--- config.mk ---
export PLATFORM = sky130hd
export DESIGN_NAME = replay_serializer
export DESIGN_NICKNAME = d
export VERILOG_FILES = /design/src/rtl/replay_serializer.sv
export SDC_FILE = /design/constraint.sdc
export NUM_CORES = 1
export LEC_CHECK = 0
export ABC_AREA = 1
export ABC_CLOCK_PERIOD_IN_PS = 1900
export CAP_MARGIN = 0
export CORE_AREA = 4 4 82 84
export CTS_CLUSTER_DIAMETER = 50
export DETAILED_ROUTE_END_ITERATION = 8
export DIE_AREA = 0 0 86 88
export HOLD_SLACK_MARGIN = 0.12
export PLACE_DENSITY = 0.51
export SYNTH_ARGS = -nofsm -noshare
export SYNTH_HDL_FRONTEND = slang
export SYNTH_SLANG_ARGS = --single-unit
--- constraint.sdc ---
create_clock -name clk -period 1.9 [get_ports clk]
set_input_delay 0.475 -clock clk [delete_from_list [all_inputs] [get_ports clk]]
set_output_delay 0.475 -clock clk [all_outputs]
set_load 0.1 [all_outputs]
--- src/rtl/replay_serializer.sv ---
// Buffers replay-bus words in a small FIFO and re-serializes them onto a 1-bit valid/ready stream.
// Counts popped words equal to MATCH_WORD; overflow is sticky when a push is dropped.
module replay_serializer #(
  parameter int              WIDTH      = 4,
  parameter int              DEPTH      = 4,
  parameter bit              MSB_FIRST  = 1'b1,
  parameter logic [WIDTH-1:0] MATCH_WORD = 4'b1010
) (
  input  logic                     clk,
  input  logic                     rst,
  input  logic [WIDTH-1:0]         word_in,
  input  logic                     word_valid,
  input  logic                     clr_ovf,
  input  logic                     out_ready,
  output logic                     serial_out,
  output logic                     serial_valid,
  output logic                     word_last,
  output logic [$clog2(DEPTH):0]   fifo_count,
  output logic                     overflow,
  output logic [7:0]               match_cnt
);

  localparam int PW = (DEPTH > 1) ? $clog2(DEPTH) : 1;
  localparam int CW = $clog2(DEPTH) + 1;
  localparam int IW = (WIDTH > 1) ? $clog2(WIDTH) : 1;
  localparam logic [IW-1:0] LAST_IDX = IW'(WIDTH - 1);

  typedef enum logic {EMPTY, SHIFT} state_t;

  state_t             state, state_nxt;
  logic [WIDTH-1:0]   mem [DEPTH];
  logic [PW-1:0]      wr_ptr, rd_ptr;
  logic [WIDTH-1:0]   shreg, word_nxt;
  logic [IW-1:0]      idx, idx_nxt, bit_pos;
  logic               pop, push, drop, consume;
  logic               sv_nxt, so_nxt, wl_nxt;

  always_ff @(posedge clk) begin
    if (rst) state <= EMPTY;
    else     state <= state_nxt;
  end

  always_comb begin
    state_nxt = state;
    pop       = 1'b0;
    idx_nxt   = idx;
    word_nxt  = shreg;
    consume   = (state == SHIFT) && out_ready;
    case (state)
      EMPTY: begin
        if (fifo_count != '0) begin
          pop       = 1'b1;
          state_nxt = SHIFT;
          idx_nxt   = '0;
          word_nxt  = mem[rd_ptr];
        end
      end
      SHIFT: begin
        if (consume) begin
          if (idx == LAST_IDX) begin
            idx_nxt = '0;
            // Reload in the same edge so consecutive words leave no bubble
            if (fifo_count != '0) begin
              pop      = 1'b1;
              word_nxt = mem[rd_ptr];
            end else begin
              state_nxt = EMPTY;
            end
          end else begin
            idx_nxt = idx + IW'(1);
          end
        end
      end
      default: state_nxt = EMPTY;
    endcase

    push    = word_valid && ((fifo_count < CW'(DEPTH)) || pop);
    drop    = word_valid && !push;
    sv_nxt  = (state_nxt == SHIFT);
    bit_pos = MSB_FIRST ? (LAST_IDX - idx_nxt) : idx_nxt;
    so_nxt  = sv_nxt && word_nxt[bit_pos];
    wl_nxt  = sv_nxt && (idx_nxt == LAST_IDX);
  end

  always_ff @(posedge clk) begin
    if (push) mem[wr_ptr] <= word_in;
  end

  always_ff @(posedge clk) begin
    if (rst) begin
      wr_ptr       <= '0;
      rd_ptr       <= '0;
      fifo_count   <= '0;
      shreg        <= '0;
      idx          <= '0;
      serial_out   <= 1'b0;
      serial_valid <= 1'b0;
      word_last    <= 1'b0;
      overflow     <= 1'b0;
      match_cnt    <= '0;
    end else begin
      if (push) wr_ptr <= wr_ptr + PW'(1);
      if (pop)  rd_ptr <= rd_ptr + PW'(1);
      case ({push, pop})
        2'b10:   fifo_count <= fifo_count + CW'(1);
        2'b01:   fifo_count <= fifo_count - CW'(1);
        default: fifo_count <= fifo_count;
      endcase
      shreg        <= word_nxt;
      idx          <= idx_nxt;
      serial_out   <= so_nxt;
      serial_valid <= sv_nxt;
      word_last    <= wl_nxt;
      // A drop in the same cycle as a clear keeps the flag set
      if (drop)         overflow <= 1'b1;
      else if (clr_ovf) overflow <= 1'b0;
      if (pop && (mem[rd_ptr] == MATCH_WORD) && (match_cnt != 8'hFF))
        match_cnt <= match_cnt + 8'd1;
    end
  end

endmodule

After elaboration in Yosys (flattened, before gate mapping) --
Memories as Yosys holds them, arrays and structs flattened. A register that Yosys moved wholly into a read port is not among the register bits. Cells that the tools add are included.
Storage, ports and cells: register bits after elaboration 25, output and inout bits 15, memories 1, logic and storage cells 63, RAM bits 16
Cells by class: order comparisons 2, reductions and logical operators 12, bitwise operators 1, equality and inequality tests 6, mux-type cells 24, $add $sub $neg 7
Memories:
- mem | depth 4, bits a word 4, read ports 1, clocked after Yosys merged registers in 1, write ports 1, line 31 | logic [WIDTH-1:0] mem [DEPTH];
Operator list (count):
- $mux W4 | 3
- $mux W1 | 10
- $mux W2 | 5
- $add A8 B1 Y8 const B | 1
- $ne A8 B8 Y1 const B | 1
- $pmux W4 S2 | 1
- $logic_and A1 B1 Y1 | 7
- $add A2 B1 Y2 const B | 3
- $eq A2 B2 Y1 const B | 3
- $pmux W3 S2 | 1
- $eq A4 B4 Y1 const B | 1
- $pmux W1 S2 | 2
- $pmux W2 S2 | 1
- $reduce_bool A2 Y1 | 2
- $add A3 B1 Y3 const B | 1
- $lt A2 B3 Y1 const B | 1
- $lt A3 B3 Y1 const B | 1
- $reduce_bool A3 Y1 | 1
- $sub A3 B1 Y3 const B | 1
- $bmux W1 S2 | 1
- $eq A2 B1 Y1 const B | 1
- $sub A2 B2 Y2 const A | 1
- $logic_not A1 Y1 | 1
- $logic_or A1 B1 Y1 | 1
- $not A1 Y1 | 1

Logic depth before layout (Yosys ltp) --
depth after elaboration 10, gate-level depth with buffers 12, gate-level depth less buffers 12

Worst setup path after synthesis --
No wires, ideal clock.
path kind flip-flop to flip-flop, start point reg fifo_count[0], end point reg fifo_count[2], arrival 2.463 ns, clock period less this slack 2.586 ns, stages on the path, launching flop included 12, setup time 0.123 ns, data required time 1.777 ns, slack -0.686 ns, cell sequence dfxtp_1 inv_1 nand3_2 nand2_4 inv_4 ha_1 inv_1 fa_1 a21oi_1 o21ai_0 o21ai_0 a21oi_1
Between the ends: longest elaborated chain between the ends 9, elaborated cells on any way between the ends 14, those cells by class add/sub (2); order compare (1); eq/ne (2); mux (5); reduce/logical (4)
Ends and longest elaborated chain:
- start, declared | line 18 | output logic [$clog2(DEPTH):0] fifo_count,
- start signal, assigned | line 105 | 2'b10: fifo_count <= fifo_count + CW'(1);
- start signal, assigned | line 106 | 2'b01: fifo_count <= fifo_count - CW'(1);
- start signal, assigned | line 107 | default: fifo_count <= fifo_count;
- $reduce_bool A3 Y1 * | line 51, 63
- $mux W1 * | line 51, 63
- $mux W1 | line 60 | if (idx == LAST_IDX) begin
- $mux W1 | line 59 | if (consume) begin
- $pmux W1 S2 * | line 49 | case (state)
- named net pop | line 35 | logic pop, push, drop, consume;
- $logic_or A1 B1 Y1 | line 77 | push = word_valid && ((fifo_count < CW'(DEPTH)) || pop);
- $logic_and A1 B1 Y1 | line 77
- $eq A2 B1 Y1 or $eq A2 B2 Y1 (tied branches) | line 104 | case ({push, pop})
- $pmux W3 S2 or $reduce_bool A2 Y1 (tied branches)
Mark *: on every way through the listed nets, which the timed path passes. The rest lies on a longest branch. A chain may end at the register's enable or synchronous reset.

Worst setup path in the final report --
start point reg idx[0], end point reg fifo_count[2]
Between the ends: longest elaborated chain between the ends 8, elaborated cells on any way between the ends 10, those cells by class eq/ne (3); mux (4); reduce/logical (3)
Ends and longest elaborated chain:
- start, declared | line 34 | logic [IW-1:0] idx, idx_nxt, bit_pos;
- start signal, assigned | line 110 | idx <= idx_nxt;
- $eq A2 B2 Y1 * | line 60
- $mux W1 * | line 60
- $mux W1 * | line 59
- $pmux W1 S2 * | line 49
- $logic_or A1 B1 Y1 | line 77
- $logic_and A1 B1 Y1 | line 77
- $eq A2 B1 Y1 or $eq A2 B2 Y1 (tied branches) | line 104
- $pmux W3 S2 or $reduce_bool A2 Y1 (tied branches)
Every way passes the cells marked *; elsewhere a longest branch is shown, timed or not.

==> results.json <==
{
  "grt_use_total_pct": 11.8,
  "grt_start_max_net_pins": 14,
  "io_pins": 24,
  "drc_errors": 0,
  "synth-seq-area-share_pct": 50.2,
  "required_ns": 2.08,
  "grt_pass1_vias": 1580,
  "combinationalPowerShare_pct": 45.4,
  "final_net_count": 294,
  "synth_top_cell_area_share_pct": 26.6,
  "die_w_um": 86,
  "portBuffers": 23,
  "cp-start-kind": "flop",
  "grt-ovfl-total": 0,
  "synth_compound_area_share_pct": 8.97,
  "finalMaxSlewViolations": 0,
  "hp-class": "reg -> reg",
  "p_int_mw": 2.33,
  "synthMuxAreaShare_pct": 0,
  "dieArea_um2": 7570,
  "outcome": "complete, no violations",
  "finalHoldViolations": 0,
  "clock_latency_ns": 0.29,
  "post-dp-hpwl_um": 2930,
  "core_area_um2": 5920,
  "holdPathEnd": "rd_ptr[1]$_SDFFE_PP0P_",
  "rsz0062_at_grt": "yes",
  "htreeDepth": 2,
  "worstPathMaxFanout": 3,
  "syn_area_um2": 2040,
  "critPathArrivalTime_ns": 2.07,
  "final_cell_mix": "nand2_1, inv_1, nor2_1",
  "vdd_drop_max_uv": 768,
  "p_switching_mw": 1.57,
  "path_cells": "ha_4 > nand2_4 > nand2_4 > o21ai_4 > ha_2 > inv_2 > fa_2 > a21oi_2 > o21ai_1 > o21ai_1 > a21oi_1",
  "drive_above_1_share_pct": 27.3,
  "worstHoldStart": "rd_ptr[1]$_SDFFE_PP0P_",
  "cts_tree": "done",
  "firstDrtPassIters": 4,
  "min_period_ns": 1.89,
  "placed_cells": 343,
  "cpPeakStageDelay_ns": 0.37,
  "synth_warnings": 0,
  "yosys.area_share.simple_pct": 26.2,
  "p_clk_share_pct": 21.2,
  "ys_ff_latch": 43,
  "r2r-start": "idx[0]$_SDFF_PP0_",
  "n_antenna_cell": 0,
  "fin_cells": 353,
  "max-slew-margin-rel_pct": 72.0,
  "synth_xor_area_share_pct": 1.72,
  "cts.sinks": 43,
  "worstReg2RegEnd": "fifo_count[2]$_SDFFE_PP0P_",
  "antenna_found_initial": 0,
  "postRouteWirelength_um": 3920,
  "p_sw_share_pct": 40.3,
  "die_h_um": 88,
  "fin_crit_sh_pct": 99.2,
  "leakage_nw": 1.17,
  "avgViaCountPerCell": 4.48,
  "placed_cell_area_um2": 2640,
  "synth_top_family_by_area": "simple AND/OR/NAND/NOR gates",
  "root_buffer": "clkbuf_8",
  "finalSetupViolCount": 0,
  "tightestPinTransition_ns": 0.420,
  "cts_buffers": 5,
  "ys_top_cells_by_area": "dfxtp_1, edfxtp_1, nand2_1",
  "rr_worst_depth": 11,
  "clk_pin_slew_worst_paths_ns": 0.08,
  "syn_nets": 250,
  "wl_per_cell_um": 11.1,
  "fmax_mhz": 530,
  "reg2reg_slack_ns": 0.01,
  "gp_congestion": 0.781,
  "cap_viol_max_count": 0,
  "whs_path_depth": 2,
  "fin_area_um2": 2810,
  "p_per_area_nw_per_um2": 1390,
  "fin_setup_tns_ns": 0,
  "cts_hold_buf": 0,
  "grt_pass1_wl_um": 6970,
  "synth_fa_ha_area_share_pct": 5.29,
  "syn_avg_cell_area_um2": 8.74,
  "layout_commonest_cell": "nand2_1",
  "slowest_stage": "dfxtp_4",
  "pwr-share-seq_pct": 33.4,
  "ant_nets": 0,
  "drt_iter0_markers": 35,
  "synthCells": 233,
  "ys_types": 29,
  "crit_type": "reg -> reg",
  "dr_total_vias": 1580,
  "skew_ns": 0.00889,
  "placementRows": 28,
  "clock_path_buffers": 2,
  "critPathCaptureType": "flop",
  "yosys.area.top_type": "dfxtp_1",
  "start_util_pct": 34.4,
  "syn2layout_area_growth_pct": 38.2
}
[worst max-delay path by stage]
stage	from	end	slack (ns)	depth (start not counted)
after CTS	idx[0]$_SDFF_PP0_	fifo_count[2]$_SDFFE_PP0P_	0.01	11
after global placement	out_ready	fifo_count[2]$_SDFFE_PP0P_	-0.37	11
after detailed placement	out_ready	fifo_count[2]$_SDFFE_PP0P_	-0.39	11
final	idx[0]$_SDFF_PP0_	fifo_count[2]$_SDFFE_PP0P_	0.01	11
after global routing	idx[0]$_SDFF_PP0_	fifo_count[2]$_SDFFE_PP0P_	-0.11	11
after floorplan	serial_valid$_SDFF_PP0_	fifo_count[2]$_SDFFE_PP0P_	-0.03	9
[power groups by stage]
stage / Combinational, mW / Clock, mW / Sequential [mW]
after floorplan: 0.861 / 0 / 1.62
after global placement: 1.75 / 0 / 1.32
after detailed placement: 1.76 / 0 / 1.32
after CTS: 1.76 / 0.865 / 1.30
after global routing: 1.96 / 0.889 / 1.33
final: 1.77 / 0.827 / 1.30
[metrics by stage]
stage	setup WS [ns]	utilization [%]	total power, mW	hold slack [ns]
6_report	0.0146	47.5	3.90	0.468
5_1_grt	-0.115	47.5	4.18	0.487
4_1_cts	0.0101	46.9	3.93	0.473
3_5_place_dp	-0.389	44.6	3.08	0.460
3_3_place_gp	-0.366	44.6	3.07	0.453
2_1_floorplan	-0.0295	-	2.49	0.436
[critical path: cells and delay by family, from the launching register on]
family | cells | cell delay (ns)
adders and majority gates | 3 | 0.71
buffers and inverters | 1 | 0.04
and+or+nand+nor | 2 | 0.12
AOI/OAI and AO/OA | 5 | 0.54
DFF | 1 | 0.37
[cell type report]
| cell class | count | area [um^2] |
|---|---|---|
| Clock buffer | 6 | 72.6 |
| Clock inverter | 2 | 60.1 |
| Fill cell | 577 | 3110 |
| Inverter | 35 | 143 |
| Multi-Input combinational cell | 153 | 893 |
| Sequential cell | 43 | 1050 |
| Tap cell | 75 | 93.8 |
| Timing Repair Buffer | 39 | 499 |
[registers in the layout, summed over array words and instances (netlist names), 2 cells and up, named ones only]
signal / count
mem: 16
match_cnt: 8
shreg: 4
fifo_count: 3
idx: 2
rd_ptr: 2
wr_ptr: 2
[routing by layer]
metal	track usage (%)	vias up	wire length, um	share of wire (%)
li1	-	847	-	-
met1	14.9	697	1840	47
met2	19.1	27	1850	47
met3	3.10	9	139	3.6
met4	4.75	0	79	2.0
met5	0	-	0	0
[timing repair]
action	CTS	global route
endpoints found under the setup margin	1	1
hold endpoints to repair	0	0
pin swaps	1	7
resized for setup	1	7
gates cloned	0	0
setup buffers	0	2
[synthesized netlist by cell type (all sizes together)]
master,n
edfxtp,16
o21ai,13
clkinv,1
a21oi,19
nand3b,1
nand4,8
dfxtp,27
fa,1
o21a,1
nor3,2
buf,2
nor2,18
nand2,63
inv,34
nand3,16
xor2,4
ha,7
[logic make-up after synthesis]
| family | Yosys count |
|---|---|
| AND/OR/NAND/NOR | 108 |
| buffers and inverters | 37 |
| XOR/XNOR | 4 |
| flip-flops | 43 |
| adder cells (fa/ha/maj) | 8 |
| AO/OA/AOI/OAI | 33 |
(Power assumes the default switching activity.)
